**config.mk**
```make
export PLATFORM = sky130hd
export DESIGN_NAME = uart_tx_fifo
export DESIGN_NICKNAME = d
export VERILOG_FILES = /design/src/rtl/uart_tx_fifo.sv
export SDC_FILE = /design/constraint.sdc
export NUM_CORES = 1
export LEC_CHECK = 0
export ABC_AREA = 1
export CORE_MARGIN = 3
export CORE_UTILIZATION = 60
export DETAILED_ROUTE_END_ITERATION = 10
export GPL_ROUTABILITY_DRIVEN = 0
export PLACE_DENSITY_LB_ADDON = 0.15
export RECOVER_POWER = 100
export SYNTH_ARGS = -nofsm -noshare
export SYNTH_HDL_FRONTEND = slang
export SYNTH_SLANG_ARGS = --single-unit
```
**constraint.sdc**
```tcl
create_clock -name clk -period 4.6 [get_ports clk]
set_input_delay 0.92 -clock clk [delete_from_list [all_inputs] [get_ports clk]]
set_output_delay 0.92 -clock clk [all_outputs]
set_load 0.02 [all_outputs]
```
**src/rtl/uart_tx_fifo.sv**
```systemverilog
`default_nettype none
// ============================================================================
// Module      : uart_tx_fifo
// Description : UART transmitter fed by a small byte FIFO. Frame format
//               (5..8 data bits, 1 or 2 stop bits, optional parity) is
//               latched per frame when a byte is popped. Frames are sent
//               back-to-back while the FIFO holds data.
//               Optional feature macro: UART_TX_PARITY_EN (adds the
//               parity_mode port and the PARITY state).
// Revision    : 1.0 - initial release
// ============================================================================
module uart_tx_fifo #(
    parameter int COUNTER_WIDTH = 24,
    parameter int FIFO_DEPTH    = 4,
    parameter int FIFO_AW       = $clog2(FIFO_DEPTH)
) (
    input  logic                     clk,
    input  logic                     rst,
    input  logic [7:0]               data,
    input  logic                     req,
    input  logic [COUNTER_WIDTH-1:0] cycles_per_bit,
    input  logic [1:0]               data_bits,
    input  logic                     two_stop,
`ifdef UART_TX_PARITY_EN
    input  logic [1:0]               parity_mode,
`endif
    output logic                     uart_tx_out,
    output logic                     full,
    output logic                     empty,
    output logic                     busy,
    output logic                     error,
    output logic [FIFO_AW:0]         level
);

    typedef enum logic [2:0] {
        IDLE   = 3'd0,
        START  = 3'd1,
        DATA   = 3'd2,
        PARITY = 3'd3,
        STOP1  = 3'd4,
        STOP2  = 3'd5
    } state_t;

    localparam logic [FIFO_AW:0] c_depth = (FIFO_AW+1)'(FIFO_DEPTH);

    // ------------------------------------------------------------------
    // FIFO storage and pointers
    // ------------------------------------------------------------------
    logic [7:0]               r_mem [FIFO_DEPTH];
    logic [FIFO_AW-1:0]       r_wr_ptr;
    logic [FIFO_AW-1:0]       r_rd_ptr;
    logic [FIFO_AW:0]         r_level;
    logic                     w_push;
    logic                     w_pop;
    logic                     w_fifo_nz;
    logic [7:0]               w_head;

    // ------------------------------------------------------------------
    // Transmitter state
    // ------------------------------------------------------------------
    state_t                   r_state;
    state_t                   w_state_next;
    logic [COUNTER_WIDTH-1:0] r_timer;
    logic                     w_tick;
    logic [7:0]               r_shift;
    logic [7:0]               w_shift_next;
    logic [2:0]               r_bit_idx;
    logic [2:0]               w_bit_idx_next;
    logic [2:0]               w_last_idx;
    logic [1:0]               r_data_bits;
    logic                     r_two_stop;
    logic                     w_load;
    logic                     r_line;
    logic                     w_line_next;

`ifdef UART_TX_PARITY_EN
    logic [1:0]               r_parity_mode;
    logic                     r_parity_bit;
    logic                     w_parity_en;
    logic [7:0]               w_mask;
    logic                     w_parity_calc;
`endif

    // A request is accepted only when the registered full flag is clear,
    // regardless of whether a pop frees a slot on the same edge.
    assign full      = (r_level == c_depth);
    assign w_push    = req && !full;
    assign error     = req && full;
    assign w_fifo_nz = (r_level != '0);
    assign w_head    = r_mem[r_rd_ptr];
    assign w_pop     = w_load;

    assign level       = r_level;
    assign busy        = (r_state != IDLE);
    assign empty       = !w_fifo_nz && (r_state == IDLE);
    assign uart_tx_out = r_line;

    // FIFO data storage; no reset so it can map onto plain registers/RAM.
    always_ff @(posedge clk) begin
        if (w_push) begin
            r_mem[r_wr_ptr] <= data;
        end
    end

    // FIFO pointers and occupancy.
    always_ff @(posedge clk) begin
        if (rst) begin
            r_wr_ptr <= '0;
            r_rd_ptr <= '0;
            r_level  <= '0;
        end else begin
            if (w_push) begin
                r_wr_ptr <= r_wr_ptr + FIFO_AW'(1);
            end
            if (w_pop) begin
                r_rd_ptr <= r_rd_ptr + FIFO_AW'(1);
            end
            case ({w_push, w_pop})
                2'b10:   r_level <= r_level + (FIFO_AW+1)'(1);
                2'b01:   r_level <= r_level - (FIFO_AW+1)'(1);
                default: r_level <= r_level;
            endcase
        end
    end

    // Bit period ends when the timer reaches the configured count; >= keeps
    // the timer bounded if the period is shortened while a frame runs.
    assign w_tick     = (r_timer >= cycles_per_bit);
    assign w_last_idx = {1'b0, r_data_bits} + 3'd4;

`ifdef UART_TX_PARITY_EN
    assign w_parity_en = (r_parity_mode == 2'd1) || (r_parity_mode == 2'd2);

    // Parity of the head byte restricted to the requested data length.
    always_comb begin
        w_mask = 8'hFF;
        case (data_bits)
            2'd0:    w_mask = 8'h1F;
            2'd1:    w_mask = 8'h3F;
            2'd2:    w_mask = 8'h7F;
            default: w_mask = 8'hFF;
        endcase
        w_parity_calc = (^(w_head & w_mask)) ^ (parity_mode == 2'd2);
    end
`endif

    // Next-state, shift register, bit index, load strobe and next line level.
    always_comb begin
        w_state_next   = r_state;
        w_shift_next   = r_shift;
        w_bit_idx_next = r_bit_idx;
        w_load         = 1'b0;
        w_line_next    = 1'b1;

        case (r_state)
            IDLE: begin
                if (w_fifo_nz) begin
                    w_load       = 1'b1;
                    w_shift_next = w_head;
                    w_state_next = START;
                end
            end
            START: begin
                if (w_tick) begin
                    w_bit_idx_next = 3'd0;
                    w_state_next   = DATA;
                end
            end
            DATA: begin
                if (w_tick) begin
                    w_shift_next = {1'b0, r_shift[7:1]};
                    if (r_bit_idx == w_last_idx) begin
`ifdef UART_TX_PARITY_EN
                        w_state_next = w_parity_en ? PARITY : STOP1;
`else
                        w_state_next = STOP1;
`endif
                    end else begin
                        w_bit_idx_next = r_bit_idx + 3'd1;
                    end
                end
            end
`ifdef UART_TX_PARITY_EN
            PARITY: begin
                if (w_tick) begin
                    w_state_next = STOP1;
                end
            end
`endif
            STOP1: begin
                if (w_tick) begin
                    if (r_two_stop) begin
                        w_state_next = STOP2;
                    end else if (w_fifo_nz) begin
                        w_load       = 1'b1;
                        w_shift_next = w_head;
                        w_state_next = START;
                    end else begin
                        w_state_next = IDLE;
                    end
                end
            end
            STOP2: begin
                if (w_tick) begin
                    if (w_fifo_nz) begin
                        w_load       = 1'b1;
                        w_shift_next = w_head;
                        w_state_next = START;
                    end else begin
                        w_state_next = IDLE;
                    end
                end
            end
            default: begin
                w_state_next = IDLE;
            end
        endcase

        case (w_state_next)
            START:   w_line_next = 1'b0;
            DATA:    w_line_next = w_shift_next[0];
`ifdef UART_TX_PARITY_EN
            PARITY:  w_line_next = r_parity_bit;
`endif
            default: w_line_next = 1'b1;
        endcase
    end

    // State register, bit timer, shift register and registered line output.
    always_ff @(posedge clk) begin
        if (rst) begin
            r_state   <= IDLE;
            r_timer   <= '0;
            r_shift   <= '0;
            r_bit_idx <= '0;
            r_line    <= 1'b1;
        end else begin
            r_state   <= w_state_next;
            r_shift   <= w_shift_next;
            r_bit_idx <= w_bit_idx_next;
            r_line    <= w_line_next;
            if ((r_state == IDLE) || w_tick) begin
                r_timer <= '0;
            end else begin
                r_timer <= r_timer + COUNTER_WIDTH'(1);
            end
        end
    end

    // Frame configuration captured when a byte is loaded.
    always_ff @(posedge clk) begin
        if (rst) begin
            r_data_bits   <= 2'd3;
            r_two_stop    <= 1'b0;
`ifdef UART_TX_PARITY_EN
            r_parity_mode <= 2'd0;
            r_parity_bit  <= 1'b0;
`endif
        end else if (w_load) begin
            r_data_bits   <= data_bits;
            r_two_stop    <= two_stop;
`ifdef UART_TX_PARITY_EN
            r_parity_mode <= parity_mode;
            r_parity_bit  <= w_parity_calc;
`endif
        end
    end

endmodule
`default_nettype wire

```
==> impl_metrics.tcl, run 1 <==
set metrics [dict create \
    postCtsResizedCells 0 \
    layout_min_cycle_time_ps 3910 \
    crit_slowest_cell "dlygate4sd3_1" \
    nets 680 \
    ys_types 39 \
    syn_to_final_growth_pct 15.9 \
    fmax_mhz 256 \
    drive_above_1_share 0.0569 \
    vias_per_cell 5.21 \
    grt_pass1_vias 3545 \
    ys.flop_type "dfxtp_1" \
    syn-num-nets 633 \
    postRouteAntennaNets 0 \
    cp_common_cell "nand2_1" \
    start_kind "primary input" \
    coreArea_mm2 0.00702 \
    rsz0062_at_grt "no" \
    power_density_mw_per_mm2 416 \
    cp_slowest_stage_delay_ps 530 \
    ios 46 \
    async_flop_share 0 \
    synth_seq_cells 83 \
    hold_class "reg -> reg" \
    clockRootBuffer "clkbuf_8" \
    die_w_um 92.3 \
    tritoncts "done" \
    io_buffer_count 45 \
    synth.cell_area_mm2 0.00447 \
    n_antenna_cell 0 \
    clkLatencyLatePin_ps 370 \
    final_common_cell "nand2_1" \
    dieArea_mm2 0.00852 \
    synth_seq_area_share 0.443 \
    cts-buffers-inserted 9 \
    maxSlewViolCount 0 \
    regArea_mm2 0.00198 \
    clk_pin_slew_ps 100 \
    dp_slack_ps 596 \
    worstSetupEndpointType "flip-flop" \
    drc 0 \
    dp_hpwl_um 6850 \
    wl_um 9110 \
    fin_ws_ps 693 \
    crit_chain "dlygate4sd3_1 > inv_1 > ha_1 > nand2_1 > nor2_1 > nand4_1 > nor2_1 > nand2_1 > nand2_1 > nand3_1 > nand2_1 > ha_1 > inv_1 > fa_1 > a21oi_1 > o21ai_0 > o21ai_0 > a21oi_1" \
    finClkSkew_ps 15.0 \
    antenna_found_initial 0 \
    synthTopCellsByArea "dfxtp_1 (23%), edfxtp_1 (21%), nand2_1 (8.9%)" \
    setup_violations 0 \
    vias 3701 \
    synth_edf_count 32 \
    htree_num_levels 3 \
    maxCapViolations 0 \
    track_usage 0.224 \
    synthCells 563 \
    cts_hold_buf 0 \
    wl_per_cell_um 12.8 \
    layout_common_cells "nand2_1 (108), inv_1 (99), nor2_1 (70)" \
    cts_setup_buffers 0 \
    synth_top_area_share 0.228 \
    crit_type "in -> reg" \
    synth_top_area_cell "dfxtp_1" \
    core.rowCount 30 \
    clockBufferDepth 2 \
    die_y_um 92.3 \
    p_leak_uw 0.00224 \
    cts_sinks 83 \
    arrival_ps 4170 \
    syn_area_per_cell_um2 7.94 \
    fillers 562 \
    drtPass1Iterations 4 \
    final.period_utilization 0.849 \
    outcome "finished clean" \
    setup_tns_ps 0 \
    overflow 0 \
    tightest_slew_ps 989 \
    slew_headroom 0.339 \
    hold_violations 0 \
    critical_path_buf_inv_count 3 \
    crit_fanout 13 \
    grt_max_degree 25 \
    multiInputGateArea_mm2 0.00204 \
    start_util 0.637 \
    cpLargestDelayFamily "simple AND/OR/NAND/NOR gates" \
    vdd_drop_max_mv 0.276 \
    first_iter_violations 269 \
    grt_pass1_wl_um 15400 \
    ys.warnings.count 0 \
    cp_data_required_time_ps 4860 \
]
[tightest hold or removal path: cells and delay by family (launching register included)]
family | cells | cell delay [ps]
flip-flops | 1 | 330
AO/OA/AOI/OAI | 1 | 50
AND/OR/NAND/NOR | 1 | 60
[sequential cells by signal, summed over array words and instances (netlist names), named ones only]
name and cells:
r_timer 24, r_bit_idx 3, r_rd_ptr 2, level 3
r_wr_ptr 2, r_mem 32, r_two_stop 1, r_data_bits 2
r_shift 8, r_state 3, uart_tx_out 1
[cell usage after synthesis (2+ instances only)]
| library cell | n |
|---|---|
| nand2_1 | 106 |
| inv_1 | 99 |
| nor2_1 | 70 |
| dfxtp_1 | 51 |
| a21oi_1 | 38 |
| o21ai_0 | 36 |
| edfxtp_1 | 32 |
| ha_1 | 31 |
| nand3_1 | 16 |
| nor3_1 | 12 |
| xor2_1 | 12 |
| nand4_1 | 7 |
| nand2_2 | 6 |
| o22ai_1 | 5 |
| buf_2 | 4 |
| clkbuf_1 | 4 |
| nor2_2 | 4 |
| nand3_2 | 3 |
| nor2_4 | 3 |
| a32o_1 | 2 |
| inv_2 | 2 |
| or2_0 | 2 |
| xnor2_1 | 2 |
[through the flow]
stage | hold slack [ps] | utilization | instances | power, µW | instance area (µm²)
final | 475 | 0.738 | 711 | 2160 | 5180
after global placement | 449 | 0.712 | 695 | 1630 | 4990
after floorplan | 436 | - | 563 | 1430 | 4470
after CTS | 473 | 0.740 | 711 | 2180 | 5200
after detailed placement | 459 | 0.712 | 695 | 1650 | 4990
after global routing | 488 | 0.738 | 711 | 2310 | 5180
[where the power goes]
group / switching (µW) / total [µW] / internal [µW]
Combinational: 421 / 660 / 239
Sequential: 92.0 / 971 / 879
Clock: 310 / 527 / 218
[cells by family after synthesis]
kind of cell / Yosys count / share of synthesized area
simple gates: 236 / 0.236
buf+inv: 111 / 0.0960
compound gates: 87 / 0.106
flops: 83 / 0.443
fa+ha+maj: 32 / 0.0912
xor+xnor: 14 / 0.0274
[metal layers]
metal | wire length, µm | track usage | up-vias
li1 | - | - | 1909
met1 | 3960 | 0.281 | 1694
met2 | 4660 | 0.398 | 89
met3 | 410 | 0.0414 | 9
met4 | 78 | 0.0557 | 0
met5 | 0 | 0 | -
[area by class of cell]
class	count	area share
multi-input cells	369	0.394
flip-flops and latches	83	0.382
repair buffers	45	0.0869
inverters	102	0.0739
clock buffers	9	0.0239
well taps	96	0.0232
clock inverters	7	0.0152
[final timing paths]
check / endpoint / start / slack [ps] / cells after the start
worst max register to register: level[2] / r_timer[17] / 1450 / 18
worst max-delay path: level[2] / cycles_per_bit[15] / 690 / 18
worst min register to register: r_shift[4] / r_shift[4] / 470 / 2
worst min-delay path: r_shift[4] / r_shift[4] / 470 / 2
Power figures use the tool's default switching activity.
==> run 2: changes to the inputs <==
--- a/config.mk
+++ b/config.mk
@@ -7,7 +7,7 @@
 export LEC_CHECK = 0
 export ABC_AREA = 1
 export CORE_MARGIN = 3
-export CORE_UTILIZATION = 60
+export CORE_UTILIZATION = 57
 export DETAILED_ROUTE_END_ITERATION = 10
 export GPL_ROUTABILITY_DRIVEN = 0
 export PLACE_DENSITY_LB_ADDON = 0.15
==> constraint.sdc (replaced) <==
create_clock -name clk -period 3.8 [get_ports clk]
set_input_delay 0.76 -clock clk [delete_from_list [all_inputs] [get_ports clk]]
set_output_delay 0.76 -clock clk [all_outputs]
set_load 0.02 [all_outputs]
==> impl_metrics.tcl, run 2 (same netlist as run 1, synthesis figures left out) <==
set metrics [dict create \
    nets 683 \
    place_inst 701 \
    ios 46 \
    grt_pass1_wl_um 15200 \
    cts_hold_buf 0 \
    setup_tns_ps 0 \
    p_leak_uw 0.00224 \
    coreArea_mm2 0.00745 \
    rr_worst_depth 14 \
    worst-path-stages 16 \
    clockBufferDepth 2 \
    crit_chain "dlygate4sd3_1 > inv_1 > ha_1 > nand2_1 > inv_1 > nand2_1 > nand2_1 > nor2_1 > nor2_1 > nand2_1 > nand2_2 > clkbuf_1 > inv_1 > nand3_1 > clkbuf_2 > nor2_1" \
    postRouteAntennaNets 0 \
    cts-buffers-inserted 9 \
    core.rowCount 31 \
    worstSetupEndpointType "flip-flop" \
    reg_top3 "r_mem x32, r_timer x24, r_shift x8" \
    power_density_mw_per_mm2 502 \
    placed_cell_area_mm2 0.00502 \
    drive_above_1_share 0.0615 \
    crit_slowest_cell "dlygate4sd3_1" \
    cp_slowest_stage_delay_ps 520 \
    min_path_cells 2 \
    tightest_slew_ps 763 \
    design_area_mm2 0.00520 \
    clockRootBuffer "clkbuf_8" \
    vias_per_cell 5.08 \
    final.period_utilization 0.854 \
    htree_num_levels 3 \
    regToRegSetupSlack_ps 1080 \
    fmax_mhz 308 \
    cts_setup_buffers 0 \
    hold_violations 0 \
    dp_hpwl_um 6550 \
    hold_end "r_shift[3]" \
    cp_common_cell "nand2_1" \
    instances_no_fill 717 \
    grtUsageMet3 0.0510 \
    grt_pass1_vias 3536 \
    vdd_drop_max_mv 0.314 \
    grtUsageMet2 0.364 \
    io_buffer_count 45 \
    hold_class "reg -> reg" \
    die_w_um 94.6 \
    largest_reg_flops 32 \
    wl_um 8840 \
    clk_pin_slew_ps 90 \
    maxSlewViolCount 0 \
    layout_min_cycle_time_ps 3240 \
    busiest_layer "met2" \
    grt_max_degree 25 \
    setup_violations 0 \
    vias 3643 \
    regToRegStartpoint "r_timer[19]" \
    n_antenna_cell 0 \
    holdWs_ps 469 \
    drc 0 \
    syn_to_final_growth_pct 16.3 \
    slew_headroom 0.489 \
    layout_common_cells "nand2_1 (106), inv_1 (99), nor2_1 (70)" \
    dieArea_mm2 0.00894 \
    tritoncts "done" \
    cp_data_required_time_ps 4030 \
    cts_sinks 83 \
    postCtsResizedCells 0 \
    fillers 622 \
    crit_fanout 24 \
    overflow 0 \
    r2r-end "r_timer[18]" \
    critical_path_buf_inv_count 6 \
    final_common_cell "nand2_1" \
    rsz0062_at_grt "no" \
    wl_per_cell_um 12.3 \
    clkLatencyLatePin_ps 360 \
    outcome "finished clean" \
    drtPass1Iterations 4 \
    cpLargestDelayFamily "buffers and inverters" \
    track_usage 0.214 \
    first_iter_violations 106 \
    finClkSkew_ps 11.4 \
    start_kind "primary input" \
    antenna_found_initial 0 \
    utilization 0.698 \
    use_met1 0.274 \
    crit_type "in -> reg" \
    die_y_um 94.6 \
    start_util 0.600 \
    arrival_ps 3470 \
    largest-register "r_mem" \
    min-delay-start "r_shift[3]" \
    maxCapViolations 0 \
]
==> run 2: cell count changes in the layout (fill, tap and decap cells not counted) <==
| cell | before | now |
|---|---|---|
| inv_6 | 0 | 2 |
| nand2_1 | 108 | 106 |
| clkdlybuf4s50_1 | 25 | 26 |
| and2_1 | 1 | 0 |
| and2_0 | 0 | 1 |
| nand2_2 | 4 | 6 |
| clkbuf_1 | 0 | 2 |
| clkbuf_2 | 0 | 1 |
| dlygate4sd3_1 | 20 | 19 |
| clkinv_4 | 2 | 1 |
| inv_8 | 4 | 3 |
==> run 2: worst max-delay path by stage <==
| stage | start | to | slack, ps |
|---|---|---|---|
| 4_1_cts | cycles_per_bit[15] | level[2] | 600 |
| 3_3_place_gp | cycles_per_bit[19] | level[2] | 340 |
| 2_1_floorplan | cycles_per_bit[19] | level[2] | 870 |
| 5_1_grt | cycles_per_bit[7] | level[2] | 240 |
| 6_report | cycles_per_bit[7] | r_timer[18] | 560 |
| 3_5_place_dp | cycles_per_bit[19] | level[2] | 280 |
==> run 2: metal layers <==
layer  vias up  wire length [µm]
li1       1911                 -
met1      1648              4100
met2        76              4200
met3         8               446
met4         0                88
met5         -                 0
==> run 2: worst min-delay path, delay by kind of cell, from the launching register on <==
kind | cells | cell delay (ps)
AOI/OAI and AO/OA | 1 | 50
and+or+nand+nor | 1 | 60
DFF | 1 | 320
==> run 2: report_power, final <==
group	internal, µW	switching, µW
clock	262	368
sequential	1060	106
combinational	296	513
total	1620	987
==> run 2: metrics by stage <==
step / worst slack (ps) / total power, µW
3_3_place_gp: 344 / 1990
5_1_grt: 242 / 2810
6_report: 556 / 2610
4_1_cts: 597 / 2650
2_1_floorplan: 866 / 1740
3_5_place_dp: 282 / 2010
==> run 2: area by class of cell <==
class	count	area (µm²)	area share
multi-input combinational	369	2050	0.394
sequential	83	1980	0.381
timing repair buffer	48	463	0.0890
inverter	102	383	0.0736
clock buffer	9	124	0.0238
tap	99	124	0.0238
clock inverter	7	76.3	0.0147
==> edit, RTL diff (config.mk and constraints of run 2) <==
Put a register stage on the output `error`, with the module's reset. The value now appears one clock later. The other outputs are not delayed to match.
--- a/src/rtl/uart_tx_fifo.sv
+++ b/src/rtl/uart_tx_fifo.sv
@@ -85,7 +85,13 @@
     // regardless of whether a pop frees a slot on the same edge.
     assign full      = (r_level == c_depth);
     assign w_push    = req && !full;
-    assign error     = req && full;
+    always_ff @(posedge clk) begin
+        if (rst) begin
+            error <= '0;
+        end else begin
+            error <= req && full;
+        end
+    end
     assign w_fifo_nz = (r_level != '0);
     assign w_head    = r_mem[r_rd_ptr];
     assign w_pop     = w_load;
Function: changed (Yosys sat finds a counterexample within 10 cycles, from zero or initial values and one cycle with rst high).
==> edit against run 2 <==
Setup slack worse by 0.14 ns. Cell count down 0.28%. Sequential cell count increased by 1. Final area rose by 0.34%. Total power up 0.53%. Synthesized cell count is 0.18% lower. Core utilization rose by 0.24 points. Clock skew increased by 0.0069 ns. Non-clock buffer count increased by 1. Wire length up 2.1%. Clock power about the same. Synthesized area increased by 0.22%. Critical endpoint is now r_timer[11]$_SDFF_PP0_. Largest power group unchanged.
==> edit: results (changes against run 2) <==
====================================================================================
Pin count of the biggest net entering global routing                              25   unchanged
Post-detailed-route wirelength per cell                                      12.6 um   +2.3%
Start point of the worst hold path                                      r_rd_ptr[0]$_SDFFE_PP0P_
I/O Buffers                                                                       45   unchanged
Number of buffers added by the clock tree synthesis step                           9   unchanged
Placed Area                                                             0.00503 mm^2   +0.27%
Worst-case clock skew                                                      0.0183 ns   +0.00688 ns
Delay of the slowest critical-path stage                                     0.48 ns   -0.04 ns
CP delay by family, top                                                 buffers and inverters
Top area cells in the synthesized netlist                               sky130_fd_sc_hd__dfxtp_1, sky130_fd_sc_hd__edfxtp_1, sky130_fd_sc_hd__nand2_1
Number of diodes                                                                   0   unchanged
Worst IR Drop VDD                                                             351 uV   +12%
Count of pins over their slew limit                                                0   unchanged
Cell type of the slowest stage on the worst timing path                 sky130_fd_sc_hd__clkbuf_2
Number of antenna violations at the first check in global routing                  0   unchanged
Total placed cells including tap cells                                           699   -0.29%
Share of cells above drive strength 1                                          5.68%   -0.47 points
Slew at the pin with the worst max-slew slack                               0.796 ns   +0.0325 ns
Path type of the worst min-delay path                                        reg2reg
HPWL after detailed placement                                                6720 um   +2.7%
Sequential element share of the synthesized area                               44.7%   +0.35 points
Static leakage                                                               2.27 nW   +1.3%
Worst Hold Path Cells                                                              1   -1
Result of the run                                                          completed
Number of synthesis warnings                                                       0   unchanged
Worst r2r path cells                                                              14   unchanged
Number of nets in the finished design                                            681   -0.29%
Clock transition at path regs                                                0.11 ns   +0.02 ns
Worst-path fanout max                                                             24   unchanged
DRC violation total after the first TritonRoute iteration                        183   +73%
Vias per std cell                                                               5.14   +1.1%
Worst reg2reg path startpoint                                           r_timer[22]$_SDFF_PP0_
Arrival @ worst endpoint                                                     3.62 ns   +0.15 ns
Global-route wire length before repair                                     14,900 um   -1.8%
Share of flip-flops with an asynchronous set or reset after synthesis             0%   unchanged
Post-detailed-routing wire length                                            9020 um   +2.1%
Global routing usage summed across all routing layers                          21.4%   -0.066 points
Vias in the first global route                                                 3,437   -2.8%
Clock tree buffer depth                                                            2   unchanged
Post-CTS setup repair buffer count                                                 0   unchanged
Post-Synthesis Net Count                                                         632   -0.16%
Launch point of the critical path                                       cycles_per_bit[23]
Mapped Cells                                                                     562   -0.18%
Count of different cell masters after synthesis                                   34   -13%
Top cell types by occurrence after synthesis                            sky130_fd_sc_hd__nand2_1, sky130_fd_sc_hd__inv_1, sky130_fd_sc_hd__nor2_1
CTS H-tree lvls                                                                    3   unchanged
====================================================================================
[edit: logic make-up after synthesis]
family	count (synthesis)	share of synthesized area, %
buffers and inverters	111	9.49
adders and majority gates	32	9.10
AOI/OAI and AO/OA	86	10.2
and+or+nand+nor	231	23.0
xor gates and xnor gates	18	3.52
DFF	84	44.7
[edit: routing by layer]
layer	global-route usage, %	share of wire, %	vias to the layer above
li1	-	-	1902
met2	36.1	49	65
met5	0	0	-
met3	3.19	4.2	10
met4	8.53	1.2	0
met1	27.5	46	1695
[edit: final cells by class]
cell class | count | area, um^2
Inverter | 100 | 375
Clock inverter | 7 | 76.3
Timing Repair Buffer | 49 | 467
Clock buffer | 9 | 124
Multi-Input combinational cell | 367 | 2050
Sequential cell | 84 | 2000
Tap cell | 99 | 124
Fill cell | 607 | 2230
[edit: path summary, 6_finish.rpt]
kind	slack [ns]	endpoint
max	0.42	r_timer[11]$_SDFF_PP0_
min	0.46	flop
max reg2reg	0.96	r_timer[11]$_SDFF_PP0_
min reg2reg	0.46	flop
[edit: through the flow]
step / setup slack [ns] / hold WS (ns) / total power, mW
2_1_floorplan: 0.751 / 0.430 / 1.74
6_report: 0.418 / 0.464 / 2.62
4_1_cts: 0.501 / 0.471 / 2.65
3_3_place_gp: 0.338 / 0.443 / 1.99
3_5_place_dp: 0.190 / 0.450 / 2.02
5_1_grt: 0.127 / 0.484 / 2.80
[edit: report_power, final]
group | switching [mW] | total, mW | internal (mW) | leakage, nW
logic | 0.516 | 0.809 | 0.293 | 1.45
registers | 0.110 | 1.18 | 1.07 | 0.717
clock network | 0.368 | 0.629 | 0.261 | 0.103
total | 0.994 | 2.62 | 1.63 | 2.27
